<file path="src/rtl/serial_tx_reg.sv">
// Parallel-in / serial-out transmitter: captures PI on ld, shifts it out LSB first, pulses done.
// Optional even-parity bit after the data bits when SERIAL_TX_PARITY_EN is defined.
module serial_tx_reg #(
  parameter  int WIDTH = 4,
  localparam int CW    = $clog2(WIDTH + 1)
) (
  input  logic             clk,
  input  logic             rst,
  input  logic             clr,
  input  logic             ld,
  input  logic [WIDTH-1:0] PI,
  output logic             so,
  output logic             busy,
  output logic             done,
  output logic [CW-1:0]    cnt
);

  typedef enum logic [1:0] {
    S_IDLE  = 2'd0,
    S_SHIFT = 2'd1,
`ifdef SERIAL_TX_PARITY_EN
    S_PAR   = 2'd2,
`endif
    S_DONE  = 2'd3
  } state_t;

  localparam logic [CW-1:0] LAST_BIT = CW'(WIDTH - 1);

  state_t           state_q, state_d;
  logic [WIDTH-1:0] sr_q, sr_d;
  logic [CW-1:0]    cnt_q, cnt_d;
`ifdef SERIAL_TX_PARITY_EN
  logic             acc_q, acc_d;
`endif

  // NOTE: every next-state variable gets its hold value first, so no path can infer a latch.
  always_comb begin
    state_d = state_q;
    sr_d    = sr_q;
    cnt_d   = cnt_q;
`ifdef SERIAL_TX_PARITY_EN
    acc_d   = acc_q;
`endif

    case (state_q)
      S_IDLE: begin
        if (ld) begin
          state_d = S_SHIFT;
          sr_d    = PI;
          cnt_d   = '0;
`ifdef SERIAL_TX_PARITY_EN
          acc_d   = 1'b0;
`endif
        end
      end

      S_SHIFT: begin
        sr_d = {1'b0, sr_q[WIDTH-1:1]};
`ifdef SERIAL_TX_PARITY_EN
        acc_d = acc_q ^ sr_q[0];
`endif
        if (cnt_q == LAST_BIT) begin
`ifdef SERIAL_TX_PARITY_EN
          // The parity cycle reports cnt=WIDTH; the wrap to 0 happens on entering DONE.
          state_d = S_PAR;
          cnt_d   = CW'(WIDTH);
`else
          state_d = S_DONE;
          cnt_d   = '0;
`endif
        end else begin
          cnt_d = cnt_q + CW'(1);
        end
      end

`ifdef SERIAL_TX_PARITY_EN
      S_PAR: begin
        state_d = S_DONE;
        cnt_d   = '0;
      end
`endif

      S_DONE: begin
        state_d = S_IDLE;
      end

      default: begin
        state_d = S_IDLE;
        sr_d    = '0;
        cnt_d   = '0;
      end
    endcase

    // Abort wins over anything the state decode chose, including a new ld.
    if (clr) begin
      state_d = S_IDLE;
      sr_d    = '0;
      cnt_d   = '0;
`ifdef SERIAL_TX_PARITY_EN
      acc_d   = 1'b0;
`endif
    end
  end

  // NOTE: sequential state uses non-blocking assignments so all registers update from pre-edge values.
  always_ff @(posedge clk) begin
    if (rst) begin
      state_q <= S_IDLE;
      sr_q    <= '0;
      cnt_q   <= '0;
`ifdef SERIAL_TX_PARITY_EN
      acc_q   <= 1'b0;
`endif
    end else begin
      state_q <= state_d;
      sr_q    <= sr_d;
      cnt_q   <= cnt_d;
`ifdef SERIAL_TX_PARITY_EN
      acc_q   <= acc_d;
`endif
    end
  end

  // Outputs decode registered state only, so ld/clr have no combinational path to them.
  always_comb begin
    so = 1'b0;
    case (state_q)
      S_SHIFT: so = sr_q[0];
`ifdef SERIAL_TX_PARITY_EN
      S_PAR:   so = acc_q;
`endif
      default: so = 1'b0;
    endcase
  end

  assign busy = (state_q != S_IDLE);
  assign done = (state_q == S_DONE);
  assign cnt  = cnt_q;

  a_done_one_cycle : assert property (@(posedge clk) disable iff (rst)
    (state_q == S_DONE) |=> (state_q == S_IDLE));

  a_cnt_range : assert property (@(posedge clk) disable iff (rst)
    (cnt_q <= CW'(WIDTH)));

endmodule
</file>
<file path="config.mk">
export PLATFORM = sky130hd
export DESIGN_NAME = serial_tx_reg
export DESIGN_NICKNAME = d
export VERILOG_FILES = /design/src/rtl/serial_tx_reg.sv
export SDC_FILE = /design/constraint.sdc
export NUM_CORES = 1
export LEC_CHECK = 0
export ABC_CLOCK_PERIOD_IN_PS = 900
export CORE_AREA = 5 5 42 44
export DETAILED_ROUTE_END_ITERATION = 8
export DIE_AREA = 0 0 47 49
export PLACE_DENSITY_LB_ADDON = 0.15
export SLEW_MARGIN = 20
export SYNTH_ARGS = -nofsm -noshare
export SYNTH_HDL_FRONTEND = slang
export SYNTH_SLANG_ARGS = --single-unit
</file>
<file path="constraint.sdc">
create_clock -name clk -period 0.9 [get_ports clk]
set_input_delay 0.09 -clock clk [delete_from_list [all_inputs] [get_ports clk]]
set_output_delay 0.09 -clock clk [all_outputs]
set_load 0.02 [all_outputs]
</file>
======== After elaboration in Yosys (flattened, before gate mapping) ========
Index checks and enable logic that the tools add are counted.
operators by class
  add/subtract/negate cells ............... 1
  equal/unequal tests ..................... 5
  mux-type cells .......................... 9
  bitwise gates (word level) .............. 1
  reductions and logical operators ........ 5
operator list
  kind                                                  count
  case mux 4 bit (3 select lines)                       1
  case mux 3 bit (3 select lines)                       1
  two-way mux 3 bit                                     2
  two-way mux 2 bit                                     2
  two-way mux 4 bit                                     1
  inequality test 2 bit (second input constant)         2
  case mux 2 bit (2 select lines)                       1
  AND reduction 2 bit                                   2
  adder 3 x 1 -> 3 bit (second input constant)          1
  equality test 3 x 2 -> 1 bit (second input constant)  1
  equality test 2 x 1 -> 1 bit (second input constant)  1
  equality test 2 bit (second input constant)           1
  logical NOT 2 bit                                     1
  nonzero test 2 bit                                    1
  OR reduction 2 bit                                    1
  two-way mux 1 bit                                     1
  NOT 1 bit                                             1
storage, ports and cells
  register bits after elaboration ......... 9
  input bits .............................. 8
  output and inout bits ................... 6

======== Logic depth before layout (Yosys ltp) ========
  depth in word-level cells ............... 3
  mapped depth ............................ 4
  mapped depth without buffers ............ 4

======== Worst setup path before layout ========
OpenSTA, ideal clock, no wires.
  path type ............................... flip-flop to flip-flop
  from .................................... reg cnt_q[0] (netlist: cnt[0])
  to ...................................... reg cnt_q[2] (netlist: cnt[2])
  library setup time ...................... 0.120 ns
  data arrival time ....................... 0.920 ns
  required time ........................... 0.780 ns
  setup slack ............................. -0.140 ns
  stages on the path, launching flop included .. 5
  path buffers ............................ 0
  cells stage by stage .................... dfxtp_1 -> ha_1 -> nand2b_1 -> a21oi_1 -> nor3b_2
between the ends
  longest elaborated chain between the ends .. 3
  elaborated cells on any way between the ends .. 4
  those cells by class .................... 1 x add/sub; 1 x eq/ne; 2 x mux
RTL lines
  what                                                                         RTL line  text
  start: declaration                                                           31        logic [CW-1:0] cnt_q, cnt_d;
  start signal: assignment                                                     117       cnt_q <= cnt_d;
  adder 3 x 1 -> 3 bit / equality test 3 x 2 -> 1 bit (equally long branches)  72, 62
  two-way mux 3 bit (*)                                                        62        if (cnt_q == LAST_BIT) begin
  case mux 3 bit (3 select lines) (*)                                          45        case (state_q)
Every way passes the cells marked *; elsewhere a longest branch is shown, timed or not.
A chain may end at the register's enable or synchronous reset.

======== Final worst setup path ========
  from .................................... reg state_q[1]
  to ...................................... reg sr_q[0]
between the ends
  longest elaborated chain between the ends .. 3
  elaborated cells on any way between the ends .. 7
  those cells by class .................... 3 x eq/ne; 1 x mux; 1 x bitwise; 2 x reduce/logical
RTL lines
  what                                                                        RTL line  text
  start: declaration                                                          29        state_t state_q, state_d;
  start signal: assignment                                                    115       state_q <= state_d;
  logical NOT 2 bit / equality test 2 bit (equally long branches)             45
  inequality test 2 bit (no source line) / NOT 1 bit (equally long branches)  --
  AND reduction 2 bit (no source line)                                        --
  end signal: assignment                                                      116       sr_q <= sr_d;
  end: declaration                                                            30        logic [WIDTH-1:0] sr_q, sr_d;
Parallel ways exist; a longest one is shown, timed or not.

==> flow_summary_export.csv <==
group,metric,value,unit
synth,synthAdderAreaFrac,2.64,%
cells_and_area,area_growth,79.7,%
sta,whs,0.458,ns
floorplan,ios,14,
power_and_ir_drop,p_int,0.671,mW
global_routing,antenna_found_initial,0,
floorplan,core_region_area,0.00140,mm²
cells_and_area,fin_cells,100,
place,dp_cells,90,
setup_path,ff2ff_setup_slack,-0.25,ns
setup_path,arrival,1.31,ns
synth,synth_fp_nets,60,
sta,finalCriticalPeriod,1.15,ns
routing,detail-route-antenna-nets,0,
power_and_ir_drop,p_leak,0.361,nW
job,drv_cap,0,
routing,drc,0,
synth,syn_inst,51,
setup_path,crit_path_max_fanout,6,
setup_path,path_class,"reg -> reg",
global_routing,track_usage,11.6,%
sta,rsz0062_at_grt,"true",
sta,worst_pin_slew,0.240,ns
power_and_ir_drop,power_density,1070,mW/mm²
sta,setup_viol_count_final,12,
synth,ys_top_cells_by_area,"dfxtp_1 38%, a21oi_1 6.3%, nor3_2 4.2%",
sta,finalWorstSetupSlack,-0.255,ns
synth,synth_edf_count,0,
power_and_ir_drop,power.share.combinational,20.0,%
synth,synth_flop_cell,"dfxtp_1",
synth,ys_warn_count,0,
synth,yosys.area.top_type,"dfxtp_1",
sta,slew_viol_final,0,
floorplan,start_util,33.8,%
floorplan,num_rows,14,
synth,avgSynthCellArea,9.30,µm²
cells_and_area,n_antenna_cell,0,
synth,async_reset_ff_share,0,%
power_and_ir_drop,vdd_ir_drop_max,0.821,mV
clocking,clock-sinks,9,
routing,drt_iter0_drc,7,
synth,synth_top_family_by_area,"simple AND/OR/NAND/NOR gates",
synth,synth_xor_area_share,0,%
power_and_ir_drop,p_sw,0.236,mW
synth,synth_most_common_cell,"dfxtp_1",
clocking,clock_latency,0.26,ns
floorplan,die_w,47,µm
routing,avgRoutedWirePerCell,12.9,µm
setup_path,worstSetupStartpointType,"register",
synth,synth-seq-cells,9,
cells_and_area,drive_gt1_share,61.9,%
routing,detail_route.wirelength,1.29,mm
setup_path,end_kind,"register",
hold_path,hp-class,"in -> reg",
synth,synthMuxAreaShare,5.54,%
global_routing,grt_max_degree,7,
clocking,cts_buffers,3,
routing,vias_per_cell,4.94,
clocking,cts-htree-levels,1,
synth,netlist_area,474,µm²
sta,fmax,866,MHz
floorplan,dieHeight,49,µm
clocking,holdBufCountCts,0,
global_routing,grt_pass1_wl,1.96,mm
sta,fin_skew,0.00541,ns
cells_and_area,fin_nets,94,
power_and_ir_drop,clkPwrFrac,34.7,%
routing,num_vias,494,
sta,relSlewSlack,83.9,%
place,io_buffers,13,
synth,yosys-top-cells-count,"9 x dfxtp_1, 6 x a21oi_1, 4 x nor2_1",
synth,netlist.area_leader.share,38.0,%
run_status,violations,"setup timing",
place,dpl.hpwl,861,µm
run_status,status,"complete, but fails checks",
global_routing,grt_overflow,0,
clocking,cts.clk_slew.worst_paths,0.07,ns
place,gp_congestion,0.769,
setup_path,critPathRequiredTime,1.06,ns
synth,yosysUniqueCellTypes,28,
clocking,cts_tree,"done",
synth,yosys.area_share.simple,27.4,%
sta,hold_viol,0,
clocking,cts_root_buf,"clkbuf_4",
power_and_ir_drop,p_sw_share,26.1,%
sta,finalCritPeriodShare,128,%
global_routing,grt_pass1_vias,481,
synth,synth_compound_area_share,19.0,%
synth,synth_seq_area_share,38.0,%
clocking,clockBufferDepth,2,
floorplan,die_area,0.00230,mm²
routing,dr.pass1.iters,4,
power_and_ir_drop,seqPwrFrac,45.3,%
-- state kept, by name, summed over array words and instances (netlist names) --
signal	count
state_q	2
cnt	3
sr_q	4
-- logic make-up (layout without fill, tap and decap cells) --
logic type,count (synthesis),after routing
simple gates,19,19
compound gates,14,14
flops,9,9
buf+inv,6,39
mux,2,2
fa+ha+maj,1,1
-- stage by stage --
step / power (mW) / cell area (µm²) / utilization, % / setup slack, ns / TNS (ns)
floorplan: 0.496 / 494 / - / -0.0109 / -0.0370
global placement: 0.569 / 714 / 51.0 / -0.470 / -4.51
detailed placement: 0.570 / 714 / 51.0 / -0.494 / -4.59
CTS: 0.908 / 816 / 58.2 / -0.276 / -1.93
global route: 0.968 / 852 / 60.8 / -0.303 / -2.80
finish: 0.908 / 852 / 60.8 / -0.255 / -2.15
-- area by class of cell --
class                      count  area, µm²
sequential                     9        193
multi-input combinational     36        332
clock inverter                 1       5.00
inverter                       3       11.3
tap                           16       20.0
fill                         126        549
timing repair buffer          32        269
clock buffer                   3       22.5
-- what timing repair did --
| item | CTS | global route |
|---|---|---|
| setup buffers | 4 | 2 |
| endpoints found under the setup margin | 14 | 13 |
| gates resized for setup | 42 | 4 |
| pin swaps | 9 | 6 |
-- worst paths after layout --
check	start	to	cells after the start
max	state_q[1]$_SDFFE_PP0P_	sr_q[0]$_SDFFE_PP0P_	5
min reg2reg	sr_q[3]$_SDFFE_PP0P_	sr_q[3]$_SDFFE_PP0P_	2
min	PI[3]	sr_q[3]$_SDFFE_PP0P_	3
max reg2reg	state_q[1]$_SDFFE_PP0P_	sr_q[0]$_SDFFE_PP0P_	5
-- power by group through the flow --
stage	Sequential [mW]	Combinational, mW	Clock [mW]
after detailed placement	0.420	0.150	0
after floorplan	0.418	0.0776	0
after global routing	0.413	0.194	0.361
final	0.411	0.181	0.315
after global placement	0.420	0.149	0
after CTS	0.410	0.172	0.326
-- metal layers --
layer  routed length (µm)  up-vias  GRT usage [%]
li1                     -      245              -
met5                    0        -              0
met2                  693       15           19.0
met1                  485      232           13.7
met4                   11        0           4.15
met3                   99        2           3.69
-- worst max-delay path, stage by stage, from the launching register on --
cell	delay, ns
dfxtp_2	0.33
buf_6	0.12
buf_8	0.12
mux2_4	0.29
a22oi_2	0.15
nor2_2	0.04
-- cell usage in the layout, fill, tap and decap left out, drive strengths merged --
cell / n
buf: 25
dfxtp: 9
clkdlybuf4s50: 7
a21oi: 6
nor2: 5
nor3: 4
inv: 3
o21ai: 3
clkbuf: 3
and2: 2
mux2: 2
a2bb2oi: 2
nand2b: 2
and2b: 1
or2: 1
a22oi: 1
nor4: 1
o21bai: 1
nand2: 1
o211ai: 1
nand3: 1
nor3b: 1
ha: 1
clkinv: 1
Power figures use the tool's default switching activity.
